==> src/rtl/uart_tx_fifo_if.sv <==
`default_nettype none
// ============================================================================
// Module   : uart_tx_fifo_if
// Purpose  : Groups the byte-write handshake, FIFO status flags and serial
//            line outputs of uart_tx_fifo into one bundle.
// Ports    : master - byte producer: drives en/data_in/data_valid and
//                     observes full/empty/overflow/q/active/done
//            slave  - uart_tx_fifo: the mirror image of master
// Revision : 1.0 - initial release
// ============================================================================
interface uart_tx_fifo_if #(
    parameter int DATA_W = 8
);
    logic              en;
    logic [DATA_W-1:0] data_in;
    logic              data_valid;
    logic              full;
    logic              empty;
    logic              overflow;
    logic              q;
    logic              active;
    logic              done;

    modport master (
        output en, data_in, data_valid,
        input  full, empty, overflow, q, active, done
    );

    modport slave (
        input  en, data_in, data_valid,
        output full, empty, overflow, q, active, done
    );
endinterface
`default_nettype wire

==> src/rtl/uart_tx_fifo.sv <==
`default_nettype none
// ============================================================================
// Module   : uart_tx_fifo
// Purpose  : UART transmitter with a small input FIFO. Bytes written with
//            data_valid are queued and serialised LSB first as
//            start / data / [even parity] / stop frames on q.
// Ports    : clk  - system clock, rising edge
//            rst  - asynchronous active-high reset
//            bus  - uart_tx_fifo_if.slave: en, data_in, data_valid (in);
//                   full, empty, overflow, q, active, done (out)
// Revision : 1.0 - initial release
// ============================================================================
module uart_tx_fifo #(
    parameter int CLKS_PER_BIT = 4,
    parameter int DATA_W       = 8,
    parameter int FIFO_DEPTH   = 8,
    parameter int PARITY_EN    = 0
) (
    input  logic           clk,
    input  logic           rst,
    uart_tx_fifo_if.slave  bus
);

    localparam int c_ptr_w  = (FIFO_DEPTH > 1) ? $clog2(FIFO_DEPTH) : 1;
    localparam int c_cnt_w  = c_ptr_w + 1;
    localparam int c_baud_w = (CLKS_PER_BIT > 1) ? $clog2(CLKS_PER_BIT) : 1;
    localparam int c_bit_w  = (DATA_W > 1) ? $clog2(DATA_W) : 1;

    localparam logic [c_cnt_w-1:0]  c_depth     = c_cnt_w'(FIFO_DEPTH);
    localparam logic [c_baud_w-1:0] c_baud_last = c_baud_w'(CLKS_PER_BIT - 1);
    localparam logic [c_bit_w-1:0]  c_bit_last  = c_bit_w'(DATA_W - 1);

    typedef enum logic [2:0] {
        ST_IDLE   = 3'd0,
        ST_START  = 3'd1,
        ST_DATA   = 3'd2,
        ST_PARITY = 3'd3,
        ST_STOP   = 3'd4
    } state_t;

    // FIFO storage and bookkeeping
    logic [DATA_W-1:0]  r_mem [FIFO_DEPTH];
    logic [c_ptr_w-1:0] r_wr_ptr;
    logic [c_ptr_w-1:0] r_rd_ptr;
    logic [c_cnt_w-1:0] r_count;
    logic               r_overflow;

    // Shifter / FSM
    state_t              r_state;
    logic [c_baud_w-1:0] r_baud;
    logic [c_bit_w-1:0]  r_bit_idx;
    logic [DATA_W-1:0]   r_shift;
    logic                r_parity;
    logic                r_q;
    logic                r_active;
    logic                r_done;

    logic w_full;
    logic w_empty;
    logic w_push;
    logic w_pop;
    logic w_baud_tick;
    logic w_can_start;

    assign w_full      = (r_count == c_depth);
    assign w_empty     = (r_count == '0);
    // A write while full is dropped even if a pop frees a slot this cycle.
    assign w_push      = bus.data_valid && !w_full;
    assign w_baud_tick = (r_baud == c_baud_last);
    assign w_can_start = bus.en && !w_empty;
    // Pop from IDLE, or at the end of a stop bit to chain frames with no gap.
    assign w_pop       = w_can_start &&
                         ((r_state == ST_IDLE) || ((r_state == ST_STOP) && w_baud_tick));

    always_ff @(posedge clk) begin
        if (w_push) begin
            r_mem[r_wr_ptr] <= bus.data_in;
        end
    end

    always_ff @(posedge clk or posedge rst) begin
        if (rst) begin
            r_wr_ptr   <= '0;
            r_rd_ptr   <= '0;
            r_count    <= '0;
            r_overflow <= 1'b0;
        end else begin
            if (w_push) begin
                r_wr_ptr <= r_wr_ptr + 1'b1;
            end
            if (w_pop) begin
                r_rd_ptr <= r_rd_ptr + 1'b1;
            end
            case ({w_push, w_pop})
                2'b10:   r_count <= r_count + 1'b1;
                2'b01:   r_count <= r_count - 1'b1;
                default: r_count <= r_count;
            endcase
            if (bus.data_valid && w_full) begin
                r_overflow <= 1'b1;
            end
        end
    end

    always_ff @(posedge clk or posedge rst) begin
        if (rst) begin
            r_state   <= ST_IDLE;
            r_baud    <= '0;
            r_bit_idx <= '0;
            r_shift   <= '0;
            r_parity  <= 1'b0;
            r_q       <= 1'b1;
            r_active  <= 1'b0;
            r_done    <= 1'b0;
        end else begin
            // Line outputs are registered decodes of the current state, so
            // q, active and done trail the state by one cycle together and
            // stay mutually aligned.
            r_active <= (r_state != ST_IDLE);
            r_done   <= (r_state == ST_STOP) && w_baud_tick;
            case (r_state)
                ST_START:  r_q <= 1'b0;
                ST_DATA:   r_q <= r_shift[0];
                ST_PARITY: r_q <= r_parity;
                default:   r_q <= 1'b1;
            endcase

            if (r_state == ST_IDLE || w_baud_tick) begin
                r_baud <= '0;
            end else begin
                r_baud <= r_baud + 1'b1;
            end

            case (r_state)
                ST_IDLE: begin
                    if (w_pop) begin
                        r_shift  <= r_mem[r_rd_ptr];
                        r_parity <= ^r_mem[r_rd_ptr];
                        r_state  <= ST_START;
                    end
                end
                ST_START: begin
                    if (w_baud_tick) begin
                        r_bit_idx <= '0;
                        r_state   <= ST_DATA;
                    end
                end
                ST_DATA: begin
                    if (w_baud_tick) begin
                        r_shift <= r_shift >> 1;
                        if (r_bit_idx == c_bit_last) begin
                            r_state <= (PARITY_EN != 0) ? ST_PARITY : ST_STOP;
                        end else begin
                            r_bit_idx <= r_bit_idx + 1'b1;
                        end
                    end
                end
                ST_PARITY: begin
                    if (w_baud_tick) begin
                        r_state <= ST_STOP;
                    end
                end
                ST_STOP: begin
                    if (w_baud_tick) begin
                        if (w_pop) begin
                            r_shift  <= r_mem[r_rd_ptr];
                            r_parity <= ^r_mem[r_rd_ptr];
                            r_state  <= ST_START;
                        end else begin
                            r_state  <= ST_IDLE;
                        end
                    end
                end
                default: begin
                    r_state <= ST_IDLE;
                end
            endcase
        end
    end

    assign bus.full     = w_full;
    assign bus.empty    = w_empty;
    assign bus.overflow = r_overflow;
    assign bus.q        = r_q;
    assign bus.active   = r_active;
    assign bus.done     = r_done;

endmodule
`default_nettype wire

==> src/flat_wrapper.sv <==
// flat-port wrapper written by rule: the top's interface ports become plain ports
module uart_tx_fifo_flat 
#(
    parameter int CLKS_PER_BIT = 4,
    parameter int DATA_W       = 8,
    parameter int FIFO_DEPTH   = 8,
    parameter int PARITY_EN    = 0
)
  (clk, rst, bus_en, bus_data_in, bus_data_valid, bus_full, bus_empty, bus_overflow, bus_q, bus_active, bus_done);
  uart_tx_fifo_if #(.DATA_W(DATA_W)) bus_i ();
  input  logic clk;
  input  logic rst;
  input wire logic [$bits(bus_i.en)-1:0] bus_en;
  input wire logic [$bits(bus_i.data_in)-1:0] bus_data_in;
  input wire logic [$bits(bus_i.data_valid)-1:0] bus_data_valid;
  output wire logic [$bits(bus_i.full)-1:0] bus_full;
  output wire logic [$bits(bus_i.empty)-1:0] bus_empty;
  output wire logic [$bits(bus_i.overflow)-1:0] bus_overflow;
  output wire logic [$bits(bus_i.q)-1:0] bus_q;
  output wire logic [$bits(bus_i.active)-1:0] bus_active;
  output wire logic [$bits(bus_i.done)-1:0] bus_done;
  assign bus_i.en = bus_en;
  assign bus_i.data_in = bus_data_in;
  assign bus_i.data_valid = bus_data_valid;
  assign bus_full = bus_i.full;
  assign bus_empty = bus_i.empty;
  assign bus_overflow = bus_i.overflow;
  assign bus_q = bus_i.q;
  assign bus_active = bus_i.active;
  assign bus_done = bus_i.done;
  uart_tx_fifo #(.CLKS_PER_BIT(CLKS_PER_BIT), .DATA_W(DATA_W), .FIFO_DEPTH(FIFO_DEPTH), .PARITY_EN(PARITY_EN)) u_core (.clk(clk), .rst(rst), .bus(bus_i));
endmodule
==> config.mk <==
export PLATFORM = sky130hd
export DESIGN_NAME = uart_tx_fifo_flat
export DESIGN_NICKNAME = d
export VERILOG_FILES = /design/src/rtl/uart_tx_fifo_if.sv /design/src/rtl/uart_tx_fifo.sv /design/src/flat_wrapper.sv
export SDC_FILE = /design/constraint.sdc
export NUM_CORES = 1
export LEC_CHECK = 0
export CAP_MARGIN = 30
export CORE_AREA = 2 2 104 106
export DETAILED_ROUTE_END_ITERATION = 8
export DIE_AREA = 0 0 106 108
export PLACE_DENSITY_LB_ADDON = 0.05
export SLEW_MARGIN = 20
export SYNTH_ARGS = -nofsm -noshare
export SYNTH_HDL_FRONTEND = slang
export SYNTH_SLANG_ARGS = --single-unit
==> constraint.sdc <==
create_clock -name clk -period 3.6 [get_ports clk]
set_clock_uncertainty 0.2 [all_clocks]
set_input_delay 0.54 -clock clk [delete_from_list [all_inputs] [get_ports clk]]
set_output_delay 0.54 -clock clk [all_outputs]
set_load 0.1 [all_outputs]
Word-level counts from Yosys, hierarchy flattened

Memory sizes are Yosys's and may differ from the RTL's.
Index checks and enable logic that the tools add are counted.

Multiplexer cells: 24
Equality and inequality tests: 16
Reduce and logical (&&, ||, !) cells: 21
Add/subtract/negate cells: 6

Operator list:

| operator            | number |
|---|---|
| $mux 3              | 9 |
| $mux 8              | 3 |
| $pmux 8 s3          | 1 |
| $pmux 3 s5          | 1 |
| $ne 2x1->1 const B  | 6 |
| $add 3x1->3 const B | 3 |
| $pmux 4 s2          | 1 |
| $reduce_xor 8->1    | 1 |
| $eq 3x2->1 const B  | 2 |
| $eq 3x3->1 const B  | 2 |
| $pmux 3 s2          | 1 |
| $reduce_and 6->1    | 1 |
| $reduce_bool 2->1   | 3 |
| $reduce_bool 3->1   | 2 |
| $logic_and 1x1->1   | 5 |
| $mux 1              | 5 |
| $add 4x1->4 const B | 1 |
| $eq 2x2->1 const B  | 2 |
| $eq 4x4->1 const B  | 1 |
| $logic_not 4->1     | 1 |
| $reduce_and 4->1    | 1 |
| $sub 4x1->4 const B | 1 |
| $eq 3x1->1 const B  | 1 |
| $logic_not 3->1     | 1 |
| 10 further kinds    | 12 |

Memories: 1
Memory bits (writable): 64
Output and inout bits: 6
Bits of input ports: 12
Register bits after elaboration: 31
Logic and storage cells: 80

Memory list:

| memory       | words | bits a word | rd ports | clocked after memory_dff | write ports | line               | RTL |
|---|---|---|---|---|---|---|---|
| u_core.r_mem | 8     | 8           | 1        | 0                        | 1           | uart_tx_fifo.sv:42 | `logic [DATA_W-1:0] r_mem [FIFO_DEPTH];` |

Longest topological paths before layout

Gate-level depths: netlist (run 1).

Word-level depth: 7
Depth in mapped cells: 11
Gate-level depth less buffers: 11

Worst setup path before layout (run 1)

No wires, ideal clock.

Path type: register -> register
Start: reg u_core.r_count[0]
End: reg u_core.r_count[3]
Clock period less this slack: 5.804 ns
Buffers on the path: 0
Data required time: 3.275 ns
Data arrival time: 5.479 ns
Setup time: 0.125 ns
Stages on the path, launching flop included: 11
Slack: -2.204 ns
Path through: dfrtp_1 nor4b_1 nor2b_1 inv_2 ha_1 ha_1 a21o_1 a21oi_1 xnor2_1 nor2_1 xor2_1

Elaborated cells on any way between the ends: 13
Those cells by class: add/sub: 2; eq/ne: 3; mux: 1; reduce/logical: 7

RTL lines:

| item                                            | line               | RTL |
|---|---|---|
| from (decl)                                     | uart_tx_fifo.sv:45 | `logic [c_cnt_w-1:0] r_count;` |
| from (signal assigned)                          | uart_tx_fifo.sv:95 | `2'b10: r_count <= r_count + 1'b1;` |
| from (signal assigned)                          | uart_tx_fifo.sv:96 | `2'b01: r_count <= r_count - 1'b1;` |
| from (signal assigned)                          | uart_tx_fifo.sv:97 | `default: r_count <= r_count;` |
| $eq 4x4->1 (*)                                  | uart_tx_fifo.sv:65 | `assign w_full = (r_count == c_depth);` |
| named net bus_full                              | flat_wrapper.sv:16 | `output wire logic [$bits(bus_i.full)-1:0] bus_full;` |
| $logic_not 1->1 (*)                             | uart_tx_fifo.sv:68 | `assign w_push = bus.data_valid && !w_full;` |
| $logic_and 1x1->1 (*)                           | uart_tx_fifo.sv:68 |  |
| $eq 2x1->1 or $eq 2x2->1 (tied branches)        | uart_tx_fifo.sv:94 | `case ({w_push, w_pop})` |
| $pmux 4 s2 or $reduce_bool 2->1 (tied branches) | n/a                |  |

Mark *: on every way through the listed nets, which the timed path passes. The rest lies on a longest branch.
A chain may end at the register's enable or synchronous reset.

Worst setup path after layout (run 1)

Start: reg u_core.r_q (netlist: u_core.bus.q)
End: out bus_q

RTL lines:

| item                   | line                | RTL |
|---|---|---|
| from (decl)            | uart_tx_fifo.sv:54  | `logic r_q;` |
| from (signal assigned) | uart_tx_fifo.sv:123 | `ST_DATA: r_q <= r_shift[0];` |
| from (signal assigned) | uart_tx_fifo.sv:124 | `ST_PARITY: r_q <= r_parity;` |
| to (decl)              | flat_wrapper.sv:19  | `output wire logic [$bits(bus_i.q)-1:0] bus_q;` |

No word-level cell between the ends.

==> flow_results.org, run 1 <==
** Final layout
- Fraction of final layout cells sized beyond drive strength 1 :: 21.20%
- Relative to the synthesized area, the layout overhead comes to 14.78%.
- The filler cells instantiated in the layout total 896.
- After the last flow step, the layout net total stands at 299.
- Fin util :: 45.48%
- Antenna fix cells :: 0

** Die
- The floorplan step set the die width to ~110 um.
- Std cell rows :: 37
- 18 I/O pins were placed.
- Core footprint :: 10230 um^2
- The die is 108 um tall.
- The initial utilization of the core area, before any placement, comes to between 30% and 40%.
- The floorplan step defined a die boundary enclosing 11450 um^2.

** Synthesis
- Number of distinct library cells after synthesis :: 43
- The largest total area in the synthesized netlist belongs to edfxtp_1.
- Synthesis inferred 95 register bits.
- During synthesis, Yosys emitted a total of 0 warnings.
- Proportion of netlist area held by the largest area contributor :: 47.41%
- Register area share after synthesis :: about two thirds
- Synthesis handed over a netlist of 246 instances.
- Main synth FF type :: edfxtp_1
- Yosys instantiated no cell more often than edfxtp_1.
- In this run the cell area of the synthesized design comes to 4054 um^2.
- Post-synth ARST share :: 32.63%
- Most frequent cells after synthesis :: edfxtp_1, dfrtp_1, nand2_1
- Synthesized net count :: 267
- Synth top area cells :: edfxtp_1, dfrtp_1, mux4_2, xnor2_1, ha_1
- A synthesized cell averages 16.48 um^2.
- Number of enable-type register cells in the synthesized netlist :: 64

** Critical path
- The largest individual stage delay along the critical path comes from the cell clkdlybuf4s50_1.
- For the worst setup path, the data required time is ~2.9 ns.
- Worst setup startpoint :: u_core.bus.q$_DFF_PP1_
- Among cell families on the critical path, the largest total delay comes from buffers and inverters.
- The worst register-to-register path begins at u_core.r_rd_ptr[0]$_DFFE_PP0P_.
- STA classifies the critical path startpoint as a flip-flop.
- Crit path max fanout :: 1
- In this design, the stage delay of the slowest critical-path cell is 1.12 ns.
- Ordered list of cells on the worst path :: clkdlybuf4s50_1
- Endpoint arrival time on the critical path :: 2.00 ns
- STA classifies the critical path endpoint as a primary output.
- The worst setup path is of the flip-flop to primary output kind.
- Worst path buffer plus inverter count :: 1

** Clocking
- In this run the clock root is driven by a clkbuf_8.
- Once the clock tree was built, the setup fixing pass inserted 0 buffers.
- CTS tree :: built
- Worst skew pair latency :: around 0.36 ns
- For this design, the CTS-stage hold fixing added 0 buffers.
- In this run the number of H-tree levels came out at 3.
- Number of buffers on the longest clock path :: 2
- TritonCTS buffer count :: 9
- Clk sink count :: 95
- PostCTS Resize Cnt :: 0
- Clock-pin slew was measured on the worst setup and hold paths at 0.10 ns.

** Placement
- The congestion estimate from routability-driven global placement came to 0.6941.
- Count of port buffers added during placement :: 17
- Once detailed placement completed, the half-perimeter wirelength came to 4722 um.

** Detailed routing
- DR pass1 iterations :: 4
- Drt via density :: 5.005
- Number of vias after detailed routing :: 2097
- After detailed routing, the average wire length per cell comes to 16.87 um.
- DRC violation count after routing :: 0
- Count of antenna-violating nets left after detailed routing :: 0
- Number of DRC markers after the initial detailed-route iteration :: 90
- For this block, the routed nets add up to between 7000 and 8000 um of wire.

** Global route
- Entering global routing, the biggest net connects 32 pins.
- The number of antenna violations at the first check in global routing is 0.
- Global router's overall resource usage :: 13.83%
- The via count of the first global-routing pass came to approximately 2200.
- Met1 usage in global routing :: 19.90%
- GR Util met2 :: between 20% and 30%
- Grt peak-use layer :: met2
- Total global routing overflow :: 0
- The first global-routing pass estimated approximately 12000 um of wire.
- In the global route stage, met3 resource usage came out at 2.532%.

** STA
- For the pin with the worst max-slew slack, the measured transition is 0.9807 ns.
- Unrepaired setup endpoints after global routing :: false
- For the finished layout, the period the worst path requires is 2.744 ns.
- Rel. slew slack :: between 30% and 40%
- Setup total negative slack on the finished layout was measured at 0 ns.
- The final critical path takes up 76.22% of the cycle.
- The number of pins with negative max-slew slack in the final report was 0.
- For this run, the top clock speed supported by timing is 364.4 MHz.
- Final setup vio count :: 0
- The hold violation total from the final report came to 0.

** Pwr
- Power spread over the standard cell area amounts to between 800 and 900 nW/um^2.
- LEAKAGE :: approximately 1.7 nW
- The worst-case IR drop observed on VDD is 0.0003590 V.

** Run status
- Run status :: finished clean

** Min path
- The min-delay analysis places its worst path in the category flip-flop to flip-flop.
- The startpoint identified for the worst hold timing path is u_core.r_baud[0]$_DFF_PP0_.

** Run
- Max Cap Violations :: 0
## worst paths after layout
path | to | slack (ns) | cells after the start
max in group asynchronous | u_core.bus.q$_DFF_PP1_ | 2.52 | 3
hold reg to reg | u_core.r_baud[0]$_DFF_PP0_ | 0.24 | 1
hold / removal | u_core.r_baud[0]$_DFF_PP0_ | 0.24 | 1
min in group asynchronous | u_core.r_count[3]$_DFFE_PP0P_ | 0.36 | 3
setup / recovery | bus_q | 0.86 | 1
setup reg to reg | u_core.r_parity$_DFFE_PP0P_ | 0.92 | 7
## state kept, by name, indices dropped and copies added, names as in the netlist
| name | flops |
|---|---|
| u_core.r_wr_ptr | 3 |
| u_core.r_parity | 1 |
| u_core.bus.done | 1 |
| u_core.r_rd_ptr | 3 |
| u_core.bus.q | 1 |
| u_core.r_shift | 8 |
| u_core.bus.active | 1 |
| u_core.r_count | 4 |
| u_core.r_baud | 2 |
| u_core.r_bit_idx | 3 |
| u_core.r_state | 3 |
| u_core.r_mem | 64 |
| u_core.bus.overflow | 1 |
## metrics by stage
stage          hold WS (ns)  area (um^2)  std cells  worst slack [ns]  total power [mW]
3_3_place_gp         0.2347         4447        403            0.6884             3.309
4_1_cts              0.2504         4653        419            0.8280             4.069
3_5_place_dp         0.2362         4447        403            0.6621             3.325
5_1_grt              0.2855         4653        419            0.7013             4.267
6_report             0.2410         4653        419            0.8561             3.987
2_1_floorplan        0.2139         4084        246            0.1598             2.975
## kinds of logic after synthesis
family,synth area share [%]
multiplexers,14.63
buffers and inverters,2.438
adder cells (fa/ha/maj),2.963
flip-flops,66.57
XOR/XNOR,3.241
AND/OR/NAND/NOR,6.636
AO/OA/AOI/OAI,3.519
## final cells by class
type	instances	area (um^2)	share of cell area [%]
clock buffer	9	123.9	2.662
clock inverter	7	82.58	1.775
inverter	6	22.52	0.4840
multi-input combinational	136	1292	27.78
sequential	95	2699	58.00
tap	136	170.2	3.657
timing repair buffer	30	262.8	5.647
## metal layers
metal	share of wire [%]	vias up
met5	0	-
met4	1.6	0
met3	3.7	10
met2	45	30
met1	49	1061
li1	-	996
## layout by cell type (no fill, tap or decap), types with 2 or more instances in the layout
cell type | synthesis | layout
xnor2_1 | 12 | 12
xor2_1 | 3 | 3
o21ai_1 | 8 | 8
nor2_1 | 8 | 8
edfxtp_1 | 64 | 64
mux2_2 | 7 | 7
inv_1 | 5 | 5
ha_1 | 8 | 8
mux2i_4 | 3 | 3
clkbuf_8 | 0 | 9
nand2_1 | 23 | 23
a21oi_1 | 4 | 4
o21ai_0 | 4 | 4
nor3_1 | 6 | 6
mux4_1 | 3 | 3
buf_4 | 0 | 15
mux2i_1 | 5 | 5
clkdlybuf4s50_1 | 0 | 15
dfrtp_1 | 30 | 30
nand2b_1 | 7 | 7
mux4_2 | 13 | 13
a21o_1 | 2 | 2
inv_6 | 0 | 5
## where the power goes
part	leakage (nW)	switching, mW	total, mW	internal (mW)
registers	0.956	0.281	1.72	1.44
logic	0.617	0.778	1.54	0.759
clock network	0.106	0.397	0.732	0.335
total	1.68	1.46	3.99	2.53
No activity file was read; power rests on OpenSTA's default activity.
==> inputs of run 2 (changes only) <==
Clock period 3.6 ns to 2.36 ns, I/O delays scaled along.
==> run 2 against run 1 <==
  * Cell area up 9.8%
  * Non-clock buffer count increased by 32
  * Sequential power increased by 44%
  * Global-route usage up 0.70 points
  * Worst setup slack worse by 0.80 ns
  * Via count is 3.9% higher
  * Routed wire length up 8.6%
  * Total power grew 73%
  * Die area unchanged
  * Critical path depth grew 9
  * Flip-flop and latch count is the same
  * Critical endpoint is now u_core.r_count[3]$_DFFE_PP0P_
==> flow_results.org, run 2 (synthesis gave the netlist of run 1 again) <==
** Run status
- Run status :: finished clean

** Pwr
- Reported net switching power :: around 2.4 mW
- Combinational logic burns 48.5% of the power.
- IR Drop Worst-Case VDD :: approximately 0.0005 V
- Share of total power in sequential cells :: a little over a third
- The analysis attributes to cell leakage a power of 1.904 nW.
- Summing internal, switching and leakage power gives 6.894 mW.
- Cell internal power was estimated by the tool at ~4.5 mW.
- Relative contribution of the clock network to total power :: 15.6%
- Power Dens Cells :: 1350 nW/um^2
- Net switching is a little over a third of the power.

** Final layout
- Final #Nets :: 331
- Cells with a size suffix above 1 make up 36.19% of the layout.
- Cell area after layout :: 5107 um^2
- Flip-flop count of the largest register after layout :: 64
- The number of antenna diodes in the final layout is 0.
- Register containing the most flip-flops in the final layout :: u_core.r_mem
- Top flop regs :: u_core.r_mem (64), u_core.r_shift (8), u_core.r_count (4)
- Area overhead of the layout relative to synthesis :: 25.99%
- Most frequent standard cell in the layout excluding fill and tap cells :: edfxtp_1
- In the layout the commonest cells are edfxtp_1, buf_4, dfrtp_1, nand2_1, mux4_2.
- Once layout is complete, the cells apart from fillers number 451.
- Cells fill 49.92% of the core in the end.

** Global route
- Summed over all layers, the global routing overflow is 0.
- Number of antenna violations at the first check in global routing :: 0
- Global routing used 14.53% of the available tracks across all layers.
- Entering global routing, the biggest net connects 32 pins.
- Wire length of the first global-routing pass :: 12210 um
- The via count of the first global-routing pass came to 2299.

** Die
- # IOs :: 18
- The die is 108 um tall.
- Initial core utilization :: 39.62%
- The total area inside the core boundary comes to between 10000 and 15000 um^2.
- In this run the horizontal extent of the chip is 106 um.
- Die Footprint :: 11450 um^2
- After floorplanning, the core was divided into 37 placement rows.

** STA
- Once routing completed, OpenROAD measured the worst setup slack at 0.05130 ns.
- Final Cycle Share :: 97.83%
- Setup TNS after final layout :: 0 ns
- The hold violation total from the final report was 0.
- In this run the tightest slew margin relative to its limit is between 70% and 80%.
- Worst slew pin tran :: 0.4175 ns
- Final setup vio count :: 0
- Number of slew-limit violations in the final report :: 0
- Top achievable clock speed :: 433.1 MHz
- Shortest clock period the worst path allows after layout :: 2.309 ns
- Setup repair after global routing could not meet its margin everywhere.
- Worst hold slack :: 0.1795 ns

** Critical path
- STA classifies the critical path endpoint as a flip-flop.
- Crit path max fanout :: 3
- The worst setup path is launched from a flip-flop.
- At the worst endpoint, the arrival time is 2.36 ns.
- Data required time at the worst endpoint :: 2.41 ns
- The critical path in this run is classified as flip-flop to flip-flop.
- Setup slack on the worst reg-to-reg path comes out at 0.05 ns.

** Placement
- Placer congestion estimate :: 0.7303
- HPWL after detailed placement :: 4935 um
- During placement, the flow inserted port buffers numbering 17.
- Post-Place Setup Slack :: -0.1887 ns
- Total cell area at the placement stage :: ~4800 um^2
- Once placement completed, the tool counted placed cells totaling about 430.

** Clocking
- CTS tree :: built
- Number of H-tree branching levels :: 3
- Clock-pin slew reported for the worst setup and hold paths after clock tree synthesis :: ~0.090 ns
- TritonCTS buffer count :: 9
- At the later pin of the worst-skew pair, clock insertion delay measures 0.36 ns.
- The number of hold buffers added after CTS was 0.
- Number of buffers on the longest clock path :: 2
- Root cell of the clock tree :: clkbuf_8
- Clk sink count :: 95

** Detailed routing
- DR pass1 iterations :: 4
- Number of vias after detailed routing :: about 2200
- Routed Wire Length :: 7674 um
- DRC violation count after routing :: 0
- In this run the remaining antenna-violating nets after routing total 0.
- Drt via density :: 4.829
- Wirelength per Cell :: 17.02 um
- Number of DRC markers after the initial detailed-route iteration :: 94

** Min path
- Class of the most critical hold timing path :: primary input to asynchronous set/reset pin

** Run
- Max-cap violations in this run came to 0.
## run 2: final timing paths
kind | to | cells past startpoint | startpoint
setup / recovery | u_core.r_count[3]$_DFFE_PP0P_ | 10 | u_core.r_count[1]$_DFFE_PP0P_
hold / removal | u_core.r_baud[1]$_DFF_PP0_ | 3 | rst
setup reg to reg | u_core.r_count[3]$_DFFE_PP0P_ | 10 | u_core.r_count[1]$_DFFE_PP0P_
hold reg to reg | u_core.r_baud[0]$_DFF_PP0_ | 1 | u_core.r_baud[0]$_DFF_PP0_
max in group asynchronous | u_core.bus.q$_DFF_PP1_ | 3 | rst
min in group clk | u_core.r_baud[0]$_DFF_PP0_ | 1 | u_core.r_baud[0]$_DFF_PP0_
## run 2: per-layer routing
metal | track usage (%) | vias up | part of all wire, %
met3 | 3.617 | 8 | 2.5
met5 | 0 | - | 0
met1 | 20.14 | 1100 | 50
met2 | 22.12 | 19 | 46
li1 | - | 1051 | -
met4 | 5.921 | 0 | 1.4
## run 2: final cells by class
cell class	instances	area (um^2)
repair buffers	62	596.8
inverters	6	22.52
clock inverters	6	67.56
clock buffers	10	127.6
flip-flops and latches	95	2703
fillers	900	5124
well taps	136	170.2
multi-input cells	136	1420
## run 2: critical path, cell delays in order, from the launching register on
cell	delay, ns
dfrtp_2	0.46
nor4_4	0.28
nand3b_1	0.21
nor3_4	0.06
ha_4	0.17
ha_4	0.20
a21o_1	0.15
a21oi_2	0.12
xnor2_1	0.12
nor2_1	0.07
xor2_1	0.13
## run 2: power by group through the flow
stage / registers (mW) / logic, mW / clock network (mW)
2_1_floorplan: 2.63 / 2.09 / 0
4_1_cts: 2.47 / 3.16 / 1.12
5_1_grt: 2.52 / 3.63 / 1.19
6_report: 2.47 / 3.34 / 1.08
3_5_place_dp: 2.51 / 3.14 / 0
3_3_place_gp: 2.50 / 3.12 / 0
## run 2: what timing repair did
item	4_1_cts	5_1_grt
setup buffers	1	8
hold endpoints to repair	0	0
gates resized for setup	0	8
pin swaps	1	6
endpoints found under the setup margin	1	2
gates cloned	0	1
